<file path="src/rtl/pe_pkt_pkg.sv">
// Packet field layout shared by pe_sink and pe_start-style injectors.
// Defaults describe the 32-bit, 16-leaf network; helpers take widths as arguments.
package pe_pkt_pkg;
    localparam int PKT_MAX_W      = 64;
    localparam int FIELD_MAX_W    = 16;
    localparam int DEF_NUM_LEAVES = 16;
    localparam int DEF_P_SZ       = 32;
    localparam int ADDR_W         = (DEF_NUM_LEAVES > 1) ? $clog2(DEF_NUM_LEAVES) : 1;
    localparam int VALID_BIT      = DEF_P_SZ - 1;
    localparam int ADDR_MSB       = VALID_BIT - 1;
    localparam int ADDR_LSB       = ADDR_MSB - ADDR_W + 1;
    localparam int SEQ_MSB        = ADDR_LSB - 1;
    localparam int SEQ_LSB        = SEQ_MSB - ADDR_W + 1;
    localparam int DATA_MSB       = SEQ_LSB - 1;

    function automatic int addr_width(input int num_leaves);
        return (num_leaves > 1) ? $clog2(num_leaves) : 1;
    endfunction

    function automatic logic [FIELD_MAX_W-1:0] field_mask(input int w);
        logic [FIELD_MAX_W-1:0] m;
        m = '1;
        return m >> (FIELD_MAX_W - w);
    endfunction

    // Address sits directly below the valid bit.
    function automatic logic [FIELD_MAX_W-1:0] pkt_addr(input logic [PKT_MAX_W-1:0] pkt,
                                                        input int p_sz, input int addr_w);
        logic [PKT_MAX_W-1:0] sh;
        sh = pkt >> (p_sz - 1 - addr_w);
        return sh[FIELD_MAX_W-1:0] & field_mask(addr_w);
    endfunction

    function automatic logic [FIELD_MAX_W-1:0] pkt_seq(input logic [PKT_MAX_W-1:0] pkt,
                                                       input int p_sz, input int addr_w);
        logic [PKT_MAX_W-1:0] sh;
        sh = pkt >> (p_sz - 1 - 2 * addr_w);
        return sh[FIELD_MAX_W-1:0] & field_mask(addr_w);
    endfunction
endpackage

</file>
<file path="src/rtl/pe_sink_fifo.sv">
// First-word fall-through FIFO with wrap-bit pointers; rd_data is 0 when empty.
// Latency: a push is visible on rd_data the cycle after the write edge.
// Backpressure: push while full is accepted only alongside a real pop; pop while empty is ignored.
module pe_sink_fifo #(
    parameter int DW    = 31,
    parameter int DEPTH = 8
) (
    input  logic                   clk,
    input  logic                   reset_n,
    input  logic                   push,
    input  logic                   pop,
    input  logic [DW-1:0]          wr_data,
    output logic [DW-1:0]          rd_data,
    output logic                   full,
    output logic                   empty,
    output logic [$clog2(DEPTH):0] count
);
    localparam int AW = $clog2(DEPTH);

    logic [AW:0]   wr_ptr;
    logic [AW:0]   rd_ptr;
    logic [DW-1:0] mem [DEPTH];
    logic          do_push;
    logic          do_pop;

    assign empty   = (wr_ptr == rd_ptr);
    assign full    = ((wr_ptr ^ rd_ptr) == {1'b1, {AW{1'b0}}});
    assign count   = wr_ptr - rd_ptr;
    assign do_pop  = pop & ~empty;
    assign do_push = push & (~full | do_pop);
    assign rd_data = empty ? '0 : mem[rd_ptr[AW-1:0]];

    always_ff @(posedge clk or negedge reset_n) begin
        if (!reset_n) begin
            wr_ptr <= '0;
            rd_ptr <= '0;
        end else begin
            if (do_push) wr_ptr <= wr_ptr + 1'b1;
            if (do_pop)  rd_ptr <= rd_ptr + 1'b1;
        end
    end

    // Storage needs no reset: pointers alone define what is valid.
    always_ff @(posedge clk) begin
        if (do_push) mem[wr_ptr[AW-1:0]] <= wr_data;
    end
endmodule

</file>
<file path="src/rtl/pe_sink.sv">
// Leaf receiver: checks address/sequence of BFT packets and queues accepted ones for the host.
// Latency: 2 edges from interface_pe to out_valid (capture, then FIFO write).
// Backpressure: out_valid/out_ready pop; packets arriving to a full FIFO without a pop are dropped. PE_SINK_WATERMARK_EN adds max_level.
module pe_sink #(
    parameter int NUM_LEAVES = 16,
    parameter int P_SZ       = 32,
    parameter int LEAF_ADDR  = 0,
    parameter int FIFO_DEPTH = 8,
    parameter int CNT_W      = 16
) (
    input  logic                        clk,
    input  logic                        reset_n,
    input  logic [P_SZ-1:0]             interface_pe,
    output logic [P_SZ-2:0]             out_data,
    output logic                        out_valid,
    input  logic                        out_ready,
    output logic [$clog2(FIFO_DEPTH):0] fifo_count,
    input  logic                        clear_stats,
    output logic [CNT_W-1:0]            drop_cnt,
    output logic [CNT_W-1:0]            seq_err_cnt,
    output logic [CNT_W-1:0]            misroute_cnt
`ifdef PE_SINK_WATERMARK_EN
    ,
    output logic [$clog2(FIFO_DEPTH):0] max_level
`endif
);
    import pe_pkt_pkg::*;

    localparam int ADDR_W = addr_width(NUM_LEAVES);
    localparam int LVL_W  = $clog2(FIFO_DEPTH) + 1;

    logic [P_SZ-1:0]   in_q;
    logic [ADDR_W-1:0] in_addr;
    logic [ADDR_W-1:0] in_seq;
    logic [ADDR_W-1:0] exp_seq;
    logic              seq_synced;
    logic              addr_hit;
    logic              misroute;
    logic              fifo_full;
    logic              fifo_empty;
    logic              pop;
    logic              push;

    assign in_addr   = ADDR_W'(pkt_addr(PKT_MAX_W'(in_q), P_SZ, ADDR_W));
    assign in_seq    = ADDR_W'(pkt_seq(PKT_MAX_W'(in_q), P_SZ, ADDR_W));
    assign addr_hit  = in_q[P_SZ-1] & (in_addr == ADDR_W'(LEAF_ADDR));
    assign misroute  = in_q[P_SZ-1] & (in_addr != ADDR_W'(LEAF_ADDR));
    assign out_valid = ~fifo_empty;
    assign pop       = out_valid & out_ready;
    assign push      = addr_hit & (~fifo_full | pop);

    function automatic logic [CNT_W-1:0] sat_inc(input logic [CNT_W-1:0] c);
        return (&c) ? c : c + 1'b1;
    endfunction

    always_ff @(posedge clk or negedge reset_n) begin
        if (!reset_n) begin
            in_q <= '0;
        end else if (interface_pe[P_SZ-1]) begin
            in_q <= interface_pe;
        end else begin
            in_q[P_SZ-1] <= 1'b0;
        end
    end

    // Sequence tracking runs on every address match, including packets dropped for space.
    always_ff @(posedge clk or negedge reset_n) begin
        if (!reset_n) begin
            drop_cnt     <= '0;
            seq_err_cnt  <= '0;
            misroute_cnt <= '0;
            seq_synced   <= 1'b0;
            exp_seq      <= '0;
        end else if (clear_stats) begin
            drop_cnt     <= '0;
            seq_err_cnt  <= '0;
            misroute_cnt <= '0;
            seq_synced   <= 1'b0;
        end else begin
            if (misroute) misroute_cnt <= sat_inc(misroute_cnt);
            if (addr_hit) begin
                if (!push) drop_cnt <= sat_inc(drop_cnt);
                if (seq_synced && (in_seq != exp_seq)) seq_err_cnt <= sat_inc(seq_err_cnt);
                seq_synced <= 1'b1;
                exp_seq    <= in_seq + 1'b1;
            end
        end
    end

    pe_sink_fifo #(
        .DW    (P_SZ - 1),
        .DEPTH (FIFO_DEPTH)
    ) u_fifo (
        .clk     (clk),
        .reset_n (reset_n),
        .push    (push),
        .pop     (pop),
        .wr_data (in_q[P_SZ-2:0]),
        .rd_data (out_data),
        .full    (fifo_full),
        .empty   (fifo_empty),
        .count   (fifo_count)
    );

`ifdef PE_SINK_WATERMARK_EN
    logic [LVL_W-1:0] level_nxt;

    assign level_nxt = fifo_count + LVL_W'(push) - LVL_W'(pop);

    always_ff @(posedge clk or negedge reset_n) begin
        if (!reset_n) begin
            max_level <= '0;
        end else if (clear_stats) begin
            max_level <= '0;
        end else if (level_nxt > max_level) begin
            max_level <= level_nxt;
        end
    end
`endif
endmodule
</file>
<file path="config.mk">
export PLATFORM = sky130hd
export DESIGN_NAME = pe_sink
export DESIGN_NICKNAME = d
export VERILOG_FILES = /design/src/rtl/pe_pkt_pkg.sv /design/src/rtl/pe_sink_fifo.sv /design/src/rtl/pe_sink.sv
export SDC_FILE = /design/constraint.sdc
export NUM_CORES = 1
export LEC_CHECK = 0
export ABC_AREA = 1
export CORE_UTILIZATION = 50
export CTS_BUF_LIST = sky130_fd_sc_hd__clkbuf_16
export CTS_CLUSTER_SIZE = 25
export DETAILED_ROUTE_END_ITERATION = 7
export PLACE_DENSITY = 0.75
export SLEW_MARGIN = 20
export SYNTH_ARGS = -nofsm -noshare
export SYNTH_HDL_FRONTEND = slang
export SYNTH_SLANG_ARGS = --single-unit
export TNS_END_PERCENT = 10
</file>
<file path="constraint.sdc">
create_clock -name clk -period 4.16 [get_ports clk]
set_input_delay 0.416 -clock clk [delete_from_list [all_inputs] [get_ports clk]]
set_output_delay 0.416 -clock clk [all_outputs]
set_load 0.01 [all_outputs]
</file>
Yosys cells after proc, flatten, opt, wreduce, memory -nomap -nowiden

Memories as Yosys holds them, arrays and structs flattened.
Cells that the tools add are included.

Memories kept: 1
Bits in writable memories: 248
Register bits after elaboration: 93

Bitwise gates (word level): 12
Muxes and demuxes: 17
Reduce and logical (&&, ||, !) cells: 13
Equal/unequal tests: 7
$add $sub $neg: 7

Memories:

| memory     | words | bits a word | rd ports | clocked after memory_dff | write ports | RTL line           | text |
|---|---|---|---|---|---|---|---|
| u_fifo.mem | 8     | 31          | 1        | 0                        | 1           | pe_sink_fifo.sv:22 | `logic [DW-1:0] mem [DEPTH];` |

Operators by type and width:

| operator              | number |
|---|---|
| $mux 16               | 11 |
| $add 16x1->16 const B | 3 |
| $reduce_and 16->1     | 3 |
| $mux 31               | 1 |
| $add 4x1->4 const B   | 3 |
| $ne 2x2->1 const B    | 4 |
| $and 1x1->1           | 6 |
| $reduce_and 3->1      | 2 |
| $reduce_bool 2->1     | 3 |
| $mux 1                | 5 |
| $eq 4x4->1            | 1 |
| $eq 4x4->1 const B    | 1 |
| $logic_not 4->1       | 1 |
| $ne 4x4->1            | 1 |
| $reduce_and 2->1      | 2 |
| $reduce_bool 4->1     | 1 |
| $sub 4x4->4           | 1 |
| $xor 4x4->4           | 1 |
| $not 1->1             | 3 |
| $or 1x1->1            | 2 |
| $logic_and 1x1->1     | 1 |

Longest topological paths before layout

Depth after elaboration: 8
Depth in mapped cells: 13
Depth with buffers taken out: 10

Hierarchy

From an unflattened synthesis, not the netlist that was laid out.

Cell total of the unflattened synthesis: 1736
Area total of the unflattened synthesis: 16074.2 um2

Modules (own cells, without submodules):

| module       | cells each | instances | area each (um2) |
|---|---|---|---|
| pe_sink_fifo | 1162       | 1         | 11461.0 |
| pe_sink      | 574        | 1         | 4613.2 |

Worst setup path after synthesis

Ideal clock, no wire load.

Kind: register to register
Start point: register u_fifo.rd_ptr[2]
End point: memory u_fifo.mem[4][0] (enable)
Buffers on the path: 2
Cell stages (with the launch flop): 12
Required time: 3.702 ns
Slack: -0.161 ns
Arrival time: 3.863 ns
Cells stage by stage: dfrtp_1 clkbuf_1 inv_1 buf_1 ha_1 nand2_1 nor2_1 nand3_1 nand2_1 inv_1 nand2_1 nor3_1

Cells in the longest elaborated chain, start to end: 8

Ends and longest elaborated chain:

| what                                      | RTL line                                              | text |
|---|---|---|
| start, declared                           | pe_sink_fifo.sv:21                                    | `logic [AW:0] rd_ptr;` |
| start signal, assigned                    | pe_sink_fifo.sv:39                                    | `if (do_pop) rd_ptr <= rd_ptr + 1'b1;` |
| $xor 4x4->4 or $eq 4x4->1 (tied branches) | pe_sink_fifo.sv:27, pe_sink_fifo.sv:26                |  |
| $eq 4x4->1 or $not 1->1 (tied branches)   | pe_sink_fifo.sv:27, pe_sink_fifo.sv:29, pe_sink.sv:48 |  |
| $not 1->1 or $and 1x1->1 (tied branches)  | pe_sink_fifo.sv:30, pe_sink.sv:50, pe_sink.sv:49      |  |
| $or 1x1->1 or $and 1x1->1 (tied branches) | pe_sink.sv:50, pe_sink_fifo.sv:29                     |  |
| $and 1x1->1 or $or 1x1->1 (tied branches) | pe_sink.sv:50, pe_sink_fifo.sv:30                     |  |
| $and 1x1->1 *                             | pe_sink_fifo.sv:30                                    | `assign do_push = push & (~full \| do_pop);` |
| $mux 1 *                                  | pe_sink_fifo.sv:45                                    | `if (do_push) mem[wr_ptr[AW-1:0]] <= wr_data;` |
| $mux 1 (not written as such) *            | pe_sink_fifo.sv:45                                    |  |
| end, declared                             | pe_sink_fifo.sv:22                                    |  |

Every way passes the cells marked *; elsewhere a longest branch is shown, timed or not.

Worst setup path after layout

Start point: register u_fifo.rd_ptr[0]
End point: output out_data[11]

Cells in the longest elaborated chain, start to end: 2

Ends and longest elaborated chain:

| what                                       | RTL line           | text |
|---|---|---|
| $mem_v2 8x31 or $eq 4x4->1 (tied branches) | -                  |  |
| $mux 31 *                                  | pe_sink_fifo.sv:31 | `assign rd_data = empty ? '0 : mem[rd_ptr[AW-1:0]];` |
| end, declared                              | pe_sink.sv:14      | `output logic [P_SZ-2:0] out_data,` |

Marks and branches as above.

==> run_results.csv <==
group,metric,value,unit
synth,synth.top_cell.area_share,0.503,
timing,slew-limit-headroom,0.342,
finish,area_growth,18.8,%
global_route,grt_overflow,0,
clocking,cts-resized-gates,0,
pwr,pwr-share-comb,0.326,
pwr,p_seq_frac,0.372,
pwr,p_clk_frac,0.302,
synth,synth_top_family_by_area,"simple AND/OR/NAND/NOR gates",
clocking,root_buffer,"clkbuf_16",
setup_path,cp_slowest_cell,"dfrtp_4",
setup_path,crit_arrival,3.11,ns
synth,synth_area,14800,sq um
clocking,clk_pin_slew,0.07,ns
synth,synth-simple-area-share,0.163,
setup_path,r2r-end,"u_fifo.mem[3][1]",
clocking,cts-htree-levels,2,
global_route,grt_antenna_before_repair,2,
timing,timing.final.ws_setup,0.638,ns
timing,period_minus_slack,3.52,ns
setup_path,cp_num_buf_inv,3,
setup_path,path_class,"flip-flop to output pin",
finish,nets,1518,
place,hpwlAfterDp,19300,um
synth,yosysMostFrequentCell,"nor2_1",
synth,ys_types,33,
die,core,28900,sq um
finish,drive_gt1_frac,0.0955,
clocking,cts_sinks,341,
synth,ys_async_sr_fraction,0.273,
pwr,p_leak,6.35,nW
timing,fmaxAchievable,0.284,GHz
finish,fillers,2278,
routing,ant_nets,0,
pwr,irDropWorstVdd,0.368,mV
place,port_buffers,119,
pwr,power.switching,3.50,mW
synth,synth_xor_area_frac,0.0177,
routing,post-route-drc-count,0,
pwr,power_density,607,nW/um^2
run_status,run_status,"finished clean",
pwr,p_total,10.7,mW
setup_path,cp_slowest_stage_delay,0.57,ns
synth,synth_mux_area_frac,0.0220,
timing,skew,0.0196,ns
clocking,cts_tree,"yes",
routing,post_drt_wl_per_cell,17.8,um
setup_path,end_kind,"output pin",
timing,hold_viol_final,0,
timing,setup_violations,0,
clocking,clock_latency,0.52,ns
synth,synth.top_cells.by_count,"nor2_1 (278), edfxtp_1 (248), nand2_1 (197), o21ai_0 (162), dfrtp_1 (93)",
die,die-area,30300,sq um
global_route,grt_pass1_wl,53600,um
synth,ys_warn_count,0,
setup_path,path_delay_family,"buffers and inverters",
routing,drt_first_pass_iters,7,
setup_path,required,3.74,ns
clocking,clockBufferDepth,3,
timing,rsz0062_at_grt,"no",
synth,avgSynthCellArea,10.9,sq um
synth,synth_fa_ha_area_frac,0.00895,
routing,finalWirelength,33600,um
synth,synth_top_cell_by_area,"edfxtp_1",
min_path,hold_path_class,"primary input to async pin",
clocking,numCtsBuffers,35,
synth,ys_seq_elements,341,
setup_path,cp-start-kind,"flip-flop",
global_route,grt_use_total,0.224,
die,die_w,174,um
synth,synth_nets,1408,
flow_run,cap_violations,0,
die,start_util,0.512,
die,num_rows,62,
place,dp_slack,1.21,ns
pwr,internal_power,7.18,mW
place,place.gp.congestion,0.877,
synth,ys_seq_area_frac,0.660,
routing,drt_iter0_markers,880,
setup_path,critPathMaxFanout,52,
setup_path,r2r_setup_slack,1.29,ns
setup_path,rr_worst_depth,9,
global_route,first_global_vias,10000,
setup_path,path_cells,"inv_2 > buf_12 > o21ai_0 > o22ai_1 > nor2_1 > nor2_1 > clkdlybuf4s50_1",
timing,finalCritPeriodShare,0.847,
setup_path,critPathMostFrequentCell,"nor2_1",
die,top_level_ports,120,
synth,synth_edf_count,248,
pwr,sw_frac_of_total,0.328,
routing,vias,10500,
timing,timing_worst_slew_pin_value,0.987,ns
timing,maxSlewViolCount,0,
routing,viasPerCell,5.57,
global_route,grt_max_degree,66,
synth,yosys_most_used_dff,"edfxtp_1",
synth,synth.area.top_cells,"edfxtp_1 (50%), dfrtp_1 (16%), nor2_1 (7.0%)",
finish,n_antenna_cell,0,
synth,netlist_instances,1362,
synth,synth-compound-area-share,0.0927,
die,die_h,174,um
setup_path,reg2reg_from,"u_fifo.rd_ptr[0]",
## worst max path at each step
| stage | endpoint | cells past startpoint | start | slack (ns) |
|---|---|---|---|---|
| finish | out_data[11] | 7 | u_fifo.rd_ptr[0] | 0.64 |
| global route | out_data[12] | 7 | u_fifo.rd_ptr[0] | 0.51 |
| CTS | out_data[12] | 7 | u_fifo.rd_ptr[0] | 0.63 |
| detailed placement | out_data[17] | 7 | u_fifo.rd_ptr[0] | 1.21 |
| global placement | out_data[24] | 8 | u_fifo.rd_ptr[0] | 1.26 |
| floorplan | u_fifo.mem[4][0] | 11 | u_fifo.rd_ptr[2] | -0.16 |
## area by class of cell
class / count / area [sq um] / share of cell area
sequential: 341 / 9780 / 0.556
multi-input combinational: 905 / 4550 / 0.259
timing repair buffer: 141 / 1410 / 0.0803
clock buffer: 35 / 876 / 0.0498
tap: 384 / 480 / 0.0273
clock inverter: 27 / 322 / 0.0183
inverter: 48 / 180 / 0.0102
## routing by layer
| metal | track usage | up-vias | part of all wire |
|---|---|---|---|
| li1 | - | 4970 | - |
| met1 | 0.305 | 5087 | 0.43 |
| met2 | 0.365 | 371 | 0.47 |
| met3 | 0.0455 | 48 | 0.074 |
| met4 | 0.0662 | 4 | 0.019 |
| met5 | 0 | - | 0.00077 |
## flip-flops by register name, indices dropped and copies added (netlist names)
signal	count
drop_cnt	16
exp_seq	4
in_q	32
misroute_cnt	16
seq_err_cnt	16
seq_synced	1
u_fifo.mem	248
u_fifo.rd_ptr	4
u_fifo.wr_ptr	4
## cell families after synthesis
logic type	Yosys count
mux	29
buf+inv	116
fa+ha+maj	10
compound gates	251
simple gates	585
xor+xnor	30
flops	341
## power by group through the flow
stage          Clock (mW)  Combinational, mW  Sequential [mW]
3_3_place_gp            0               3.41             4.03
6_report             3.22               3.48             3.97
5_1_grt              3.39               3.82             3.99
3_5_place_dp            0               3.49             4.04
2_1_floorplan           0               2.04             3.97
4_1_cts              3.27               3.51             3.97
## placed cells by master (no fill, tap or decap), types with 29 or more instances in the layout
| master | count |
|---|---|
| o22ai_1 | 62 |
| inv_1 | 47 |
| o21ai_0 | 162 |
| nor2_1 | 275 |
| edfxtp_1 | 248 |
| clkdlybuf4s50_1 | 117 |
| nand2_1 | 197 |
| dfrtp_1 | 92 |
| nand3_1 | 63 |
| mux2_2 | 29 |
| clkbuf_16 | 35 |
## metrics by stage
step	TNS [ns]	instances	cell area (sq um)	hold slack, ns	utilization
2_1_floorplan	-22.94	1362	14800	0.120	-
3_3_place_gp	0	1818	16400	0.435	0.567
3_5_place_dp	0	1818	16400	0.446	0.567
4_1_cts	0	1881	17600	0.433	0.608
5_1_grt	0	1881	17600	0.462	0.608
6_report	0	1881	17600	0.425	0.608
## timing repair
action / 4_1_cts / 5_1_grt
hold endpoints to repair: 35 / 0
setup buffers: 0 / 0
hold buffers: 1 / 0
(Power assumes the default switching activity.)
==> RTL change 1 (config.mk and constraints unchanged) <==
Register the output `drop_cnt` once more, cleared by the reset; this adds one clock of latency there. The other outputs are not delayed to match.
--- a/src/rtl/pe_sink.sv
+++ b/src/rtl/pe_sink.sv
@@ -28,6 +28,8 @@
 
     localparam int ADDR_W = addr_width(NUM_LEAVES);
     localparam int LVL_W  = $clog2(FIFO_DEPTH) + 1;
+
+    logic [CNT_W-1:0] drop_cnt_s0;
 
     logic [P_SZ-1:0]   in_q;
     logic [ADDR_W-1:0] in_addr;
@@ -66,20 +68,20 @@
     // Sequence tracking runs on every address match, including packets dropped for space.
     always_ff @(posedge clk or negedge reset_n) begin
         if (!reset_n) begin
-            drop_cnt     <= '0;
+            drop_cnt_s0  <= '0;
             seq_err_cnt  <= '0;
             misroute_cnt <= '0;
             seq_synced   <= 1'b0;
             exp_seq      <= '0;
         end else if (clear_stats) begin
-            drop_cnt     <= '0;
+            drop_cnt_s0  <= '0;
             seq_err_cnt  <= '0;
             misroute_cnt <= '0;
             seq_synced   <= 1'b0;
         end else begin
             if (misroute) misroute_cnt <= sat_inc(misroute_cnt);
             if (addr_hit) begin
-                if (!push) drop_cnt <= sat_inc(drop_cnt);
+                if (!push) drop_cnt_s0 <= sat_inc(drop_cnt_s0);
                 if (seq_synced && (in_seq != exp_seq)) seq_err_cnt <= sat_inc(seq_err_cnt);
                 seq_synced <= 1'b1;
                 exp_seq    <= in_seq + 1'b1;
@@ -117,4 +119,12 @@
         end
     end
 `endif
+    always_ff @(posedge clk or negedge reset_n) begin
+        if (!reset_n) begin
+            drop_cnt <= '0;
+        end else begin
+            drop_cnt <= drop_cnt_s0;
+        end
+    end
+
 endmodule
Check against the original RTL: no difference found for any inputs over 4 cycles, from zero or initial values and one cycle with reset_n low; that may be too few to reach the edited logic, so the function may still have changed.
==> RTL change 1 against the original RTL <==
The flow now finishes with violations (negative hold slack); critical path depth stayed put; final area up 3.5%; routed wire length grew 3.2%; setup slack got worse by 0.35 ns; sequential power increased by 5%; area after synthesis increased by 4.2%; die area grew 4.2%; largest cell class unchanged; maximum frequency fell by 9.1%; total power is 2.7% higher; sequential cell count is 16 higher.
==> RTL change 1: results (changes against the original RTL) <==
| Metric | Value |
|---|---|
| Largest net degree at the start of global routing | `84 (was 66)` |
| Non-Filler Instances | `1933 (was 1881)` |
| Failing checks | `negative hold slack` |
| I/O Buffers | `119 (unchanged)` |
| Layout Nets | `1559 (was 1518)` |
| Post-Syn Instances | `1398 (was 1362)` |
| First-pass GRT wire length | `54700 um (was 53600 um)` |
| Iteration-0 DRC count of the detailed router | `652 (was 880)` |
| Clock buffer depth | `3 (unchanged)` |
| Max IR drop VDD | `0.000493 V (was 0.000368 V)` |
| Via count | `10700 (was 10500)` |
| Fraction of layout cells with a size suffix above 1 | `11.2% (was 9.55%)` |
| Final hold violations | `2 (was 0)` |
| First-pass detailed-route iteration total | `5 (was 7)` |
| Gpl congestion | `0.868 (was 0.877)` |
| CTS Buf Count | `37 (was 35)` |
| Skew final | `0.0177 ns (was 0.0196 ns)` |
| Crit path DAT | `3.46 ns (was 3.11 ns)` |
| CTS root buffer | `clkbuf_16 (unchanged)` |
| Slew HR | `33.5% (was 34.2%)` |
| Number of global-route vias before repair | `10400 (was 10000)` |
| Synth top area cells | `edfxtp_1, dfrtp_1, nor2_1, nand2_1, o21ai_0 (was edfxtp_1, dfrtp_1, nor2_1, o21ai_0, nand2_1)` |
| Sequential-to-total area share from yosys stat | `65.9% (was 66.0%)` |
| Count of cell types in the netlist | `37 (was 33)` |
| Initial antenna violation count | `1 (was 2)` |
| DR WL/cell | `17.9 um (was 17.8 um)` |
| Worst hold path type | `in2async (unchanged)` |
| Async SR Flop Fraction | `30.5% (was 27.3%)` |
| Status | `finished, violations left (was finished clean)` |
| Overall routing resource usage | `22.5% (was 22.4%)` |
| Fin Hold WS | `-0.00643 ns (was 0.425 ns)` |
| Lkg Pwr | `6.70 nW (was 6.35 nW)` |
| Post-synth top cells | `nor2_1, edfxtp_1, nand2_1, o21ai_0, dfrtp_1 (unchanged)` |
| CP max FO | `68 (was 52)` |
| HPWL Detailed | `19800 um (was 19300 um)` |
==> RTL change 1: path summary, 6_finish.rpt <==
| kind | from | end | slack (ns) |
|---|---|---|---|
| setup / recovery | u_fifo.rd_ptr[0] | out_data[8] | 0.29 |
| hold / removal | reset_n | seq_err_cnt[10] | -0.006 |
| setup reg to reg | u_fifo.rd_ptr[0] | u_fifo.mem[5][0] | 1.11 |
| hold reg to reg | drop_cnt_s0[1] | drop_cnt[1] | 0.48 |
| max in group asynchronous | reset_n | u_fifo.rd_ptr[0] | 3.23 |
| min in group clk | interface_pe[23] | in_q[23] | 0.45 |
==> RTL change 1: worst max-delay path: stages (launching register included) <==
cell	delay, ns
dfrtp_4	0.58
buf_4	0.39
buf_4	0.60
o21ai_0	0.23
o22ai_1	0.23
o21ai_0	0.12
nor2_1	0.16
clkdlybuf4s50_1	0.56
==> RTL change 1: layout make-up <==
| cell class | instances | area [sq um] |
|---|---|---|
| diodes | 1 | 2.50 |
| clock buffers | 37 | 926 |
| clock inverters | 31 | 287 |
| fillers | 2365 | 11800 |
| inverters | 56 | 210 |
| multi-input cells | 918 | 4730 |
| flip-flops and latches | 357 | 10200 |
| well taps | 390 | 488 |
| repair buffers | 143 | 1390 |
==> RTL change 1: cells by family (layout without fill, tap and decap cells) <==
logic type,count (synthesis),count (layout),share of synthesized area (%)
flops,357,357,65.9
other cells,0,1,0
mux,27,27,1.97
buf+inv,123,267,3.77
xor+xnor,24,24,1.36
fa+ha+maj,10,10,0.859
compound gates,268,268,9.87
simple gates,589,589,16.3
==> RTL change 1: per-stage QoR <==
step / setup slack [ns] / area, sq um
floorplan: -0.163 / 15400
detailed placement: 0.905 / 17000
global route: 0.0972 / 18200
CTS: 0.300 / 18200
finish: 0.287 / 18200
global placement: 0.942 / 17000
==> RTL change 1: report_power, final <==
part / leakage (nW) / internal [mW] / switching (mW)
Combinational: 2.43 / 1.46 / 2.06
Sequential: 3.65 / 3.98 / 0.176
Clock: 0.625 / 1.94 / 1.35
==> RTL change 1: metal layers <==
metal  up-vias  global-route usage (%)  part of all wire (%)
met5         -                       0                     0
met4         0                    7.44                   2.3
met3        65                    4.20                   6.9
met2       360                    37.5                    48
met1      5203                    29.5                    42
li1       5080                       -                     -
==> RTL change 2 (same flow settings) <==
Without the edit above. The option `PE_SINK_WATERMARK_EN` is turned on by a define.
--- a/src/rtl/pe_sink.sv
+++ b/src/rtl/pe_sink.sv
@@ -1,6 +1,8 @@
 // Leaf receiver: checks address/sequence of BFT packets and queues accepted ones for the host.
 // Latency: 2 edges from interface_pe to out_valid (capture, then FIFO write).
 // Backpressure: out_valid/out_ready pop; packets arriving to a full FIFO without a pop are dropped. PE_SINK_WATERMARK_EN adds max_level.
+`define PE_SINK_WATERMARK_EN
+
 module pe_sink #(
     parameter int NUM_LEAVES = 16,
     parameter int P_SZ       = 32,
Formal check against the unedited RTL (old outputs only; new: max_level): equivalent (Yosys induction, for registers that start in step).
==> RTL change 2 against the original RTL <==
Routed wire length grew 3.8%; critical path type unchanged; global-route usage grew 0.40 points; count of clock-buffer cells in the layout grew 2; register-to-register slack lost 0.60 ns; area after synthesis grew 2.8%; final cell count grew 4.6%; setup slack gained 0.011 ns; total power grew 8.6%; sequential cell count grew 4; final area grew 2.4%; sequential share of layout area shrank 0.76 points; synthesized cell count grew 5.1%; sequential power grew 2%.
==> RTL change 2: results (changes against the original RTL) <==
| Metric | Value |
|---|---|
| Status | `finished clean (unchanged)` |
| Lkg Pwr | `6.71 nW (was 6.35 nW)` |
| Fraction of layout cells with a size suffix above 1 | `8.75% (was 9.55%)` |
| Max IR drop VDD | `0.000520 V (was 0.000368 V)` |
| Via count | `10900 (was 10500)` |
| Reg2Reg Setup Slack | `0.69 ns (was 1.29 ns)` |
| Worst r2r src | `u_fifo.rd_ptr[1] (was u_fifo.rd_ptr[0])` |
| Layout Nets | `1605 (was 1518)` |
| Overall routing resource usage | `22.8% (was 22.4%)` |
| Synth top area cells | `edfxtp_1, dfrtp_1, nor2_1, nand2_1, o21ai_0 (was edfxtp_1, dfrtp_1, nor2_1, o21ai_0, nand2_1)` |
| HPWL Detailed | `20200 um (was 19300 um)` |
| DR WL/cell | `17.7 um (was 17.8 um)` |
| Largest net degree at the start of global routing | `128 (was 66)` |
| # placed instances | `1902 (was 1818)` |
| Async SR Flop Fraction | `28.1% (was 27.3%)` |
| CTS Buf Count | `36 (was 35)` |
| I/O Buffers | `123 (was 119)` |
| Sequential-to-total area share from yosys stat | `64.9% (was 66.0%)` |
| Iteration-0 DRC count of the detailed router | `779 (was 880)` |
| Fin Hold WS | `0.269 ns (was 0.425 ns)` |
| Post-synth top cells | `nor2_1, edfxtp_1, nand2_1, o21ai_0, dfrtp_1 (unchanged)` |
| Slew @ Worst Pin | `1.01 ns (was 0.987 ns)` |
| Gpl congestion | `0.856 (was 0.877)` |
| Critical R2R Capture | `max_level[2] (was u_fifo.mem[3][1])` |
| Count of cell types in the netlist | `36 (was 33)` |
| Crit path DAT | `3.09 ns (was 3.11 ns)` |
| CP max FO | `127 (was 52)` |
| Skew final | `0.0146 ns (was 0.0196 ns)` |
| Non-Filler Instances | `1968 (was 1881)` |
## RTL change 2: cell count changes in the layout (fill, tap and decap cells not counted), moves of 5 or more
cell | before | now
buf_4 | 17 | 22
nor2_4 | 3 | 8
clkinv_1 | 4 | 11
nand2_1 | 197 | 236
inv_1 | 47 | 72
nor3_2 | 5 | 0
o21ai_1 | 11 | 22
nand4_1 | 16 | 11
ha_1 | 9 | 16
nor2_1 | 275 | 269
clkinvlp_4 | 7 | 0
## RTL change 2: power breakdown
part	switching (mW)	total (mW)	internal, mW	leakage, nW
sequential	0.147	4.03	3.88	3.48
clock	1.29	3.16	1.87	0.592
combinational	2.64	4.41	1.77	2.63
total	4.08	11.6	7.52	6.71
## RTL change 2: kinds of logic after synthesis
group           count (synthesis)  synth area share, %
buf+inv                       137                 4.01
mux                            27                 2.00
flops                         345                 64.9
fa+ha+maj                      18                 1.58
simple gates                  610                 16.4
xor+xnor                       25                 1.44
compound gates                270                 9.68
## RTL change 2: area by class of cell
type / instances / area (sq um) / share of cell area, %
Sequential cell: 345 / 9880 / 54.8
Multi-Input combinational cell: 950 / 4800 / 26.6
Timing Repair Buffer: 147 / 1430 / 7.94
Clock buffer: 37 / 926 / 5.14
Tap cell: 390 / 488 / 2.71
Inverter: 71 / 267 / 1.48
Clock inverter: 28 / 236 / 1.31
## RTL change 2: worst reg2reg max path, delay by kind of cell (launching register included)
kind	cells	cell delay, ns
and+or+nand+nor	10	1.13
DFF	1	0.35
AOI/OAI and AO/OA	2	0.16
buffers and inverters	6	0.49
adders and majority gates	4	1.29
## RTL change 2: metal layers
layer  up-vias  wire length (um)  GRT usage (%)
li1       5186                 -              -
met1      5263             15000           30.6
met2       393             17100           38.0
met3        38              2280           3.98
met4         0               503           6.72
met5         -                 0              0
